**config.mk**
```make
export PLATFORM = sky130hd
export DESIGN_NAME = hilo_muldiv_ctrl
export DESIGN_NICKNAME = d
export VERILOG_FILES = /design/src/rtl/hilo_muldiv_ctrl.sv
export SDC_FILE = /design/constraint.sdc
export NUM_CORES = 2
export LEC_CHECK = 0
export CORE_ASPECT_RATIO = 0.7
export CORE_UTILIZATION = 65
export CTS_CLUSTER_DIAMETER = 80
export CTS_CLUSTER_SIZE = 16
export DETAILED_ROUTE_END_ITERATION = 16
export GPL_TIMING_DRIVEN = 0
export PLACE_DENSITY = 0.79
export SETUP_SLACK_MARGIN = 0.1
export SLEW_MARGIN = 20
export SYNTH_ARGS = -nofsm -noshare
export SYNTH_HDL_FRONTEND = slang
export SYNTH_SLANG_ARGS = --single-unit
```
**constraint.sdc**
```tcl
create_clock -name clock_i -period 10.5 [get_ports clock_i]
set_input_delay 2.1 -clock clock_i [delete_from_list [all_inputs] [get_ports clock_i]]
set_output_delay 2.1 -clock clock_i [all_outputs]
set_load 0.01 [all_outputs]
```
**src/rtl/hilo_muldiv_ctrl.sv**
```systemverilog
// HI/LO sequencer for the EX stage: registered multiplier, 32-step restoring
// divider and MTHI/MTLO moves, each ending in a single-cycle HI/LO write pulse.
module hilo_muldiv_ctrl (
    input  logic        clock_i,
    input  logic        reset_i,
    input  logic        op_valid_i,
    input  logic [2:0]  op_i,
    input  logic [31:0] opa_i,
    input  logic [31:0] opb_i,
    input  logic        flush_i,
    output logic        busy_o,
    output logic        hi_write_enable_o,
    output logic [31:0] hi_write_data_o,
    output logic        lo_write_enable_o,
    output logic [31:0] lo_write_data_o
);

    typedef enum logic [2:0] {
        S_IDLE,
        S_MUL,
        S_DIV_RUN,
        S_DIV_FIX,
        S_DONE
    } state_e;

    localparam logic [2:0] OP_MULT  = 3'b000;
    localparam logic [2:0] OP_MULTU = 3'b001;
    localparam logic [2:0] OP_DIV   = 3'b010;
    localparam logic [2:0] OP_DIVU  = 3'b011;
    localparam logic [2:0] OP_MTHI  = 3'b100;
    localparam logic [2:0] OP_MTLO  = 3'b101;

    state_e      state_q, state_d;
    logic [2:0]  op_q, op_d;
    logic [31:0] hi_q, hi_d;    // remainder while dividing, product high half after MUL
    logic [31:0] lo_q, lo_d;    // dividend/quotient while dividing, multiplicand before MUL
    logic [31:0] dvs_q, dvs_d;  // divisor or multiplier
    logic [4:0]  cnt_q, cnt_d;
    logic        sa_q, sa_d;
    logic        sb_q, sb_d;

    logic        in_mul, in_div, in_mt;
    logic        a_neg, b_neg;
    logic        mul_sx;
    logic [63:0] prod;
    logic [32:0] shifted, diff;

    assign in_mul = (op_i == OP_MULT) || (op_i == OP_MULTU);
    assign in_div = (op_i == OP_DIV)  || (op_i == OP_DIVU);
    assign in_mt  = (op_i == OP_MTHI) || (op_i == OP_MTLO);
    assign a_neg  = (op_i == OP_DIV) && opa_i[31];
    assign b_neg  = (op_i == OP_DIV) && opb_i[31];

    // Sign-extending to 64 bits and keeping the low 64 product bits gives the
    // exact signed result for MULT and the unsigned one for MULTU.
    assign mul_sx = (op_q == OP_MULT);
    assign prod   = {{32{mul_sx & lo_q[31]}}, lo_q} * {{32{mul_sx & dvs_q[31]}}, dvs_q};

    assign shifted = {hi_q, lo_q[31]};
    assign diff    = shifted - {1'b0, dvs_q};

    always_ff @(posedge clock_i) begin
        if (reset_i) begin
            state_q <= S_IDLE;
            op_q    <= 3'b000;
            hi_q    <= 32'h0;
            lo_q    <= 32'h0;
            dvs_q   <= 32'h0;
            cnt_q   <= 5'd0;
            sa_q    <= 1'b0;
            sb_q    <= 1'b0;
        end else begin
            state_q <= state_d;
            op_q    <= op_d;
            hi_q    <= hi_d;
            lo_q    <= lo_d;
            dvs_q   <= dvs_d;
            cnt_q   <= cnt_d;
            sa_q    <= sa_d;
            sb_q    <= sb_d;
        end
    end

    always_comb begin
        state_d           = state_q;
        op_d              = op_q;
        hi_d              = hi_q;
        lo_d              = lo_q;
        dvs_d             = dvs_q;
        cnt_d             = cnt_q;
        sa_d              = sa_q;
        sb_d              = sb_q;
        busy_o            = 1'b0;
        hi_write_enable_o = 1'b0;
        hi_write_data_o   = 32'h0;
        lo_write_enable_o = 1'b0;
        lo_write_data_o   = 32'h0;

        case (state_q)
            S_IDLE: begin
                busy_o = op_valid_i && !flush_i && (in_mul || in_div);
                if (op_valid_i && !flush_i && (in_mul || in_div || in_mt)) begin
                    op_d = op_i;
                    if (in_mul) begin
                        state_d = S_MUL;
                        lo_d    = opa_i;
                        dvs_d   = opb_i;
                    end else if (in_div) begin
                        state_d = S_DIV_RUN;
                        hi_d    = 32'h0;
                        lo_d    = a_neg ? (~opa_i + 32'd1) : opa_i;
                        dvs_d   = b_neg ? (~opb_i + 32'd1) : opb_i;
                        sa_d    = a_neg;
                        sb_d    = b_neg;
                        cnt_d   = 5'd31;
                    end else begin
                        state_d = S_DONE;
                        hi_d    = opa_i;
                        lo_d    = opa_i;
                    end
                end
            end
            S_MUL: begin
                busy_o  = 1'b1;
                hi_d    = prod[63:32];
                lo_d    = prod[31:0];
                state_d = S_DONE;
            end
            S_DIV_RUN: begin
                busy_o = 1'b1;
                if (!diff[32]) begin
                    hi_d = diff[31:0];
                    lo_d = {lo_q[30:0], 1'b1};
                end else begin
                    hi_d = shifted[31:0];
                    lo_d = {lo_q[30:0], 1'b0};
                end
                cnt_d = cnt_q - 5'd1;
                if (cnt_q == 5'd0) state_d = S_DIV_FIX;
            end
            S_DIV_FIX: begin
                busy_o  = 1'b1;
                lo_d    = (sa_q ^ sb_q) ? (~lo_q + 32'd1) : lo_q;
                hi_d    = sa_q ? (~hi_q + 32'd1) : hi_q;
                state_d = S_DONE;
            end
            S_DONE: begin
                state_d = S_IDLE;
                if (!flush_i) begin
                    hi_write_enable_o = (op_q != OP_MTLO);
                    lo_write_enable_o = (op_q != OP_MTHI);
                    hi_write_data_o   = (op_q != OP_MTLO) ? hi_q : 32'h0;
                    lo_write_data_o   = (op_q != OP_MTHI) ? lo_q : 32'h0;
                end
            end
            default: state_d = S_IDLE;
        endcase

        if (flush_i) state_d = S_IDLE;
    end

endmodule

```
# Word-level counts from Yosys, hierarchy flattened
# Cells that the tools add are included.
# totals
register_bits	109
word_cells	104
# classes
n_addsub	6
n_mul	1
n_eq_ne	17
n_mux	36
n_bitwise	8
n_reduce_logical	28
# ops
op	count
$mux 32	19
$pmux 32 s4	2
$add 32x1->32 const B	4
$not 32->32	4
$mul 33x33->64	1
$sub 33x32->33	1
$mux 5	3
$eq 3x2->1 const B	4
$mux 3	4
$ne 2x2->1 const B	6
$reduce_and 4->1	3
$pmux 5 s2	1
$eq 3x3->1 const B	3
$logic_not 3->1	3
$pmux 3 s3	1
$eq 3x1->1 const B	2
$ne 3x3->1 const B	2
$reduce_and 3->1	2
$logic_and 1x1->1	5
$logic_not 5->1	1
$logic_or 1x1->1	5
$mux 1	5
$sub 5x1->5 const B	1
$reduce_and 2->1	2
9 further kinds	12

# Logic depth before layout (Yosys ltp)
# depth
word_depth	7
mapped_depth	32

# Least setup slack after synthesis
# Ideal clock, no wire load.
# synth_path
kind	reg-to-reg
from	reg op_q[2]
to	reg hi_q[28]
setup_ns	0.134
arrival_ns	8.413
required_time_ns	10.366
slack_ns	1.953
stages_incl_launch_ff	33
path_buffers	3
period_less_slack_ns	8.547
cell_sequence	dfxtp_1 -> nor3_1 -> clkbuf_1 -> and2_0 -> clkbuf_1 -> nand2_1 -> inv_1 -> fa_1 -> inv_1 -> fa_1 -> inv_1 -> fa_1 -> fa_1 -> inv_1 -> fa_1 -> inv_1 -> fa_1 -> inv_1 -> fa_1 -> fa_1 -> inv_1 -> ha_1 -> clkbuf_1 -> a21o_1 -> a31o_2 -> a21oi_1 -> o21bai_1 -> a21oi_1 -> o21bai_1 -> a21oi_1 -> or2_2 -> a21oi_1 -> or4_1
# synth_between
elab_chain_len	4
# synth_lines
item	line_no	source
start: declaration	34	logic [2:0] op_q, op_d;
start signal: assignment	74	op_q <= op_d;
$logic_not 3->1 *	56	assign mul_sx = (op_q == OP_MULT);
$and 1x1->1	57	assign prod = {{32{mul_sx & lo_q[31]}}, lo_q} * {{32{mul_sx & dvs_q[31]}}, dvs_q};
$mul 33x33->64 *	57	
$pmux 32 s4 *	99	case (state_q)
end signal: assignment	75	hi_q <= hi_d;
end: declaration	35	logic [31:0] hi_q, hi_d;
# Mark *: on every way between the ends. The rest lies on a longest branch, timed or not.
# A chain may end at the register's enable or synchronous reset.

# Worst setup path after layout
# layout_path
from	reg lo_q[27]
to	reg hi_q[15]
# layout_between
elab_chain_len	2
# layout_lines
item	line_no	source
start: declaration	36	logic [31:0] lo_q, lo_d;
start signal: assignment	76	lo_q <= lo_d;
$mul 33x33->64	57	
$pmux 32 s4	99	
# No other way between the ends.

==> results.yml <==
critical_path:
  crit_required_ns: 10.74
  r2r_start: "lo_q[27]"
  timing.rr.end: "hi_q[15]"
  crit_path_start_kind: "register"
  crit_path_end_kind: "register"
  crit_start: "lo_q[27]"
  worstPathArrival_ns: 10.65
  worstSetupEndpoint: "hi_q[15]"
  regToRegSetupSlack_ns: 0.09
  cp_max_fo: 10
  critical_path_class: "register to register"
  rr_worst_depth: 26
clock_tree:
  cts_buffers: 9
  clock_latency_ns: 0.39
  root_buffer: "clkbuf_16"
  h-tree-depth: 3
  cts_tree: "done"
  cts.sink_count: 109
  clockBufferDepth: 2
  clkTransAtPathRegs_ns: 0.09
yosys:
  synth_top_area_cell: "fa_1"
  synthTopCellsByArea: "fa_1, inv_1, nand2_1, ha_1, dfxtp_1"
  synth_top_area_share_pct: 46.9
  yosysSeqAreaShare_pct: 4.54
  synth_edf_count: 0
  syn_area_per_cell_um2: 8.47
  synth.distinct_cells: 86
  synth.yosys.warnings: 0
  syn-cell-area_um2: 48100
  synth_most_common_cell: "inv_1"
  synthFlopType: "dfxtp_1"
  ys_seq_elements: 109
  syn-num-nets: 7127
  netlist_instances: 5679
  async_flop_share_pct: 0
  synth_common_cells: "inv_1, fa_1, nand2_1"
route:
  drt_wl_total_mm: 196
  first_iter_violations: 6238
  wl_per_cell_um: 28.7
  dr_total_vias: 43300
  top_layer: "met5"
  route.met3.wl_mm: 38.3
  dr_wl_met2_mm: 74.1
  drc: 0
  wl_met1_mm: 69.9
  ant_nets: 0
  vias_per_cell: 6.35
  first_pass_iters: 13
sta:
  max_slew_margin_pct: 12.6
  finalMaxSlewViolations: 0
  whs_ns: 0.489
  finalCritPeriodShare_pct: 99.1
  max_freq_ghz: 0.0961
  setup_violations: 0
  skew_ns: 0.0117
  hold_violations: 0
  fin_tns_setup_ns: 0
  post-route-min-period_ns: 10.41
  rsz0062_at_grt: "true"
  worst_pin_slew_ns: 1.31
place:
  dp_cells: 6795
  port_buffers: 136
  gp_congestion: 1.11
  dp_hpwl_mm: 162
  post_dp_cell_area_um2: 50800
floorplan:
  die_h_um: 230
  die_x_um: 327
  io_pins: 138
  rows: 83
  start_util_pct: 65.7
  design.die.area_um2: 75100
  core_um2: 73200
power_and_ir_drop:
  total_power_uw: 3580
  total_leakage_power_uw: 0.0224
  pwr_density_cell_nw_per_um2: 69.9
  ir_drop_mv: 0.0901
status:
  status: "complete, no violations"
final_layout:
  fin_nets: 7274
  multi_input_area_um2: 40100
  layout-drive-gt1-share_pct: 2.44
  seq_area_um2: 2180
  fillCellCount: 5968
  final_cells: 6819
  area_growth_pct: 6.43
  finalInstanceArea_um2: 51200
global_route:
  grt_pass1_vias: 42200
  gr-total-overflow: 0
  grt_max_degree: 25
  grt_use_total_pct: 52.8
  grt_antenna_before_repair: 20
  grt_pass1_wl_mm: 283
min_path:
  min_path_type: "register to register"
  hold_depth: 1
job:
  max_cap_violations: 0
worst max-delay path: stages (launching register included):
cell       delay, ns
dfxtp_1         0.44
clkbuf_1        0.77
clkbuf_1        1.02
nand2_1         0.22
fa_1            0.59
inv_1           0.05
fa_1            0.49
fa_1            0.53
fa_1            0.50
inv_1           0.05
fa_1            0.49
inv_1           0.07
fa_1            0.54
inv_1           0.05
fa_1            0.49
fa_1            0.55
inv_1           0.07
ha_1            0.42
and3_1          0.24
and4_1          0.27
nand2_1         0.07
a211oi_1        0.58
o41ai_2         0.30
xnor2_1         0.68
a21oi_1         0.29
a2111oi_2       0.39
o31ai_1         0.10
power by group:
part           switching [uW]  leakage [uW]  internal [uW]
clock network             192      0.000143            192
registers                51.8      0.000892            442
logic                    1860        0.0214            841
metrics by stage:
stage | worst slack, ns | utilization (%)
after detailed placement | -0.628 | 69.3
after CTS | 0.185 | 69.7
after global placement | -0.422 | 69.2
final | 0.0922 | 69.9
after global routing | 0.0122 | 69.9
after floorplan | 1.95 | -
layer usage:
| metal | vias to the layer above | global-route usage (%) |
|---|---|---|
| met5 | - | 0 |
| met4 | 26 | 27.1 |
| met3 | 717 | 29.2 |
| met2 | 3814 | 68.0 |
| met1 | 21300 | 70.7 |
| li1 | 17500 | - |
cells in the final DEF, fill, tap and decap left out, types with 10 or more instances in the layout:
cell | synthesis | layout
fa_1 | 1126 | 1123
clkbuf_1 | 324 | 272
inv_1 | 1197 | 1196
buf_1 | 27 | 20
diode_2 | 0 | 11
clkdlybuf4s50_1 | 0 | 136
or4_1 | 11 | 11
xor2_1 | 70 | 70
clkbuf_2 | 0 | 52
a311oi_1 | 11 | 11
nand2_1 | 902 | 902
nor2_1 | 281 | 280
nor2b_1 | 13 | 13
a31oi_1 | 24 | 24
dfxtp_1 | 109 | 109
and3_1 | 32 | 32
a21oi_1 | 185 | 184
nand4_1 | 10 | 10
o21a_1 | 14 | 14
xnor2_1 | 121 | 121
a22oi_1 | 11 | 11
nor3_1 | 68 | 66
a221oi_1 | 26 | 26
or2_2 | 18 | 18
a21o_1 | 27 | 27
nand2b_1 | 21 | 21
o21ai_0 | 120 | 118
or3_1 | 19 | 19
o211ai_1 | 20 | 20
ha_1 | 251 | 251
o31ai_1 | 29 | 29
o21bai_1 | 23 | 23
nor4_1 | 18 | 17
mux2i_1 | 14 | 14
mux2_2 | 15 | 15
and2_1 | 305 | 305
nand3_1 | 37 | 37
o221ai_1 | 13 | 13
a211oi_1 | 62 | 62
how the worst min path moves through the flow:
stage	start	end	slack, ns
2_1_floorplan	cnt_q[3]	cnt_q[3]	0.45
3_3_place_gp	cnt_q[3]	cnt_q[3]	0.48
3_5_place_dp	cnt_q[3]	cnt_q[3]	0.47
4_1_cts	cnt_q[3]	cnt_q[3]	0.49
5_1_grt	cnt_q[3]	cnt_q[3]	0.52
6_report	cnt_q[3]	cnt_q[3]	0.49
state kept, by name (all words and copies together), names as in the netlist:
register and cells:
hi_q 32, dvs_q 32, sb_q 1, lo_q 32
sa_q 1, cnt_q 5, op_q 3, state_q 3
repair_timing:
item                                    4_1_cts  5_1_grt
cloned                                        0        0
gates resized for setup                       5       97
hold buffers                                  0        0
setup buffers                                 0        1
pin swaps                                     0        1
endpoints found under the setup margin       12       19
layout make-up:
cell class / count / share of cell area (%)
timing repair buffer: 140 / 2.77
tap: 977 / 2.39
multi-input combinational: 4014 / 78.3
inverter: 1200 / 8.81
clock inverter: 4 / 0.0929
sequential: 109 / 4.26
clock buffer: 12 / 0.482
buffer: 352 / 2.81
antenna: 11 / 0.0538
logic make-up (layout without fill, tap and decap cells):
| family | Yosys count | count (layout) | share of synthesized area (%) |
|---|---|---|---|
| mux | 30 | 30 | 0.674 |
| compound gates | 636 | 636 | 8.64 |
| xor+xnor | 191 | 191 | 3.48 |
| other cells | 0 | 11 | 0 |
| fa+ha+maj | 1377 | 1377 | 53.4 |
| simple gates | 1780 | 1780 | 17.1 |
| flops | 109 | 109 | 4.54 |
| buf+inv | 1556 | 1708 | 12.2 |
No activity file was read; power rests on OpenSTA's default activity.
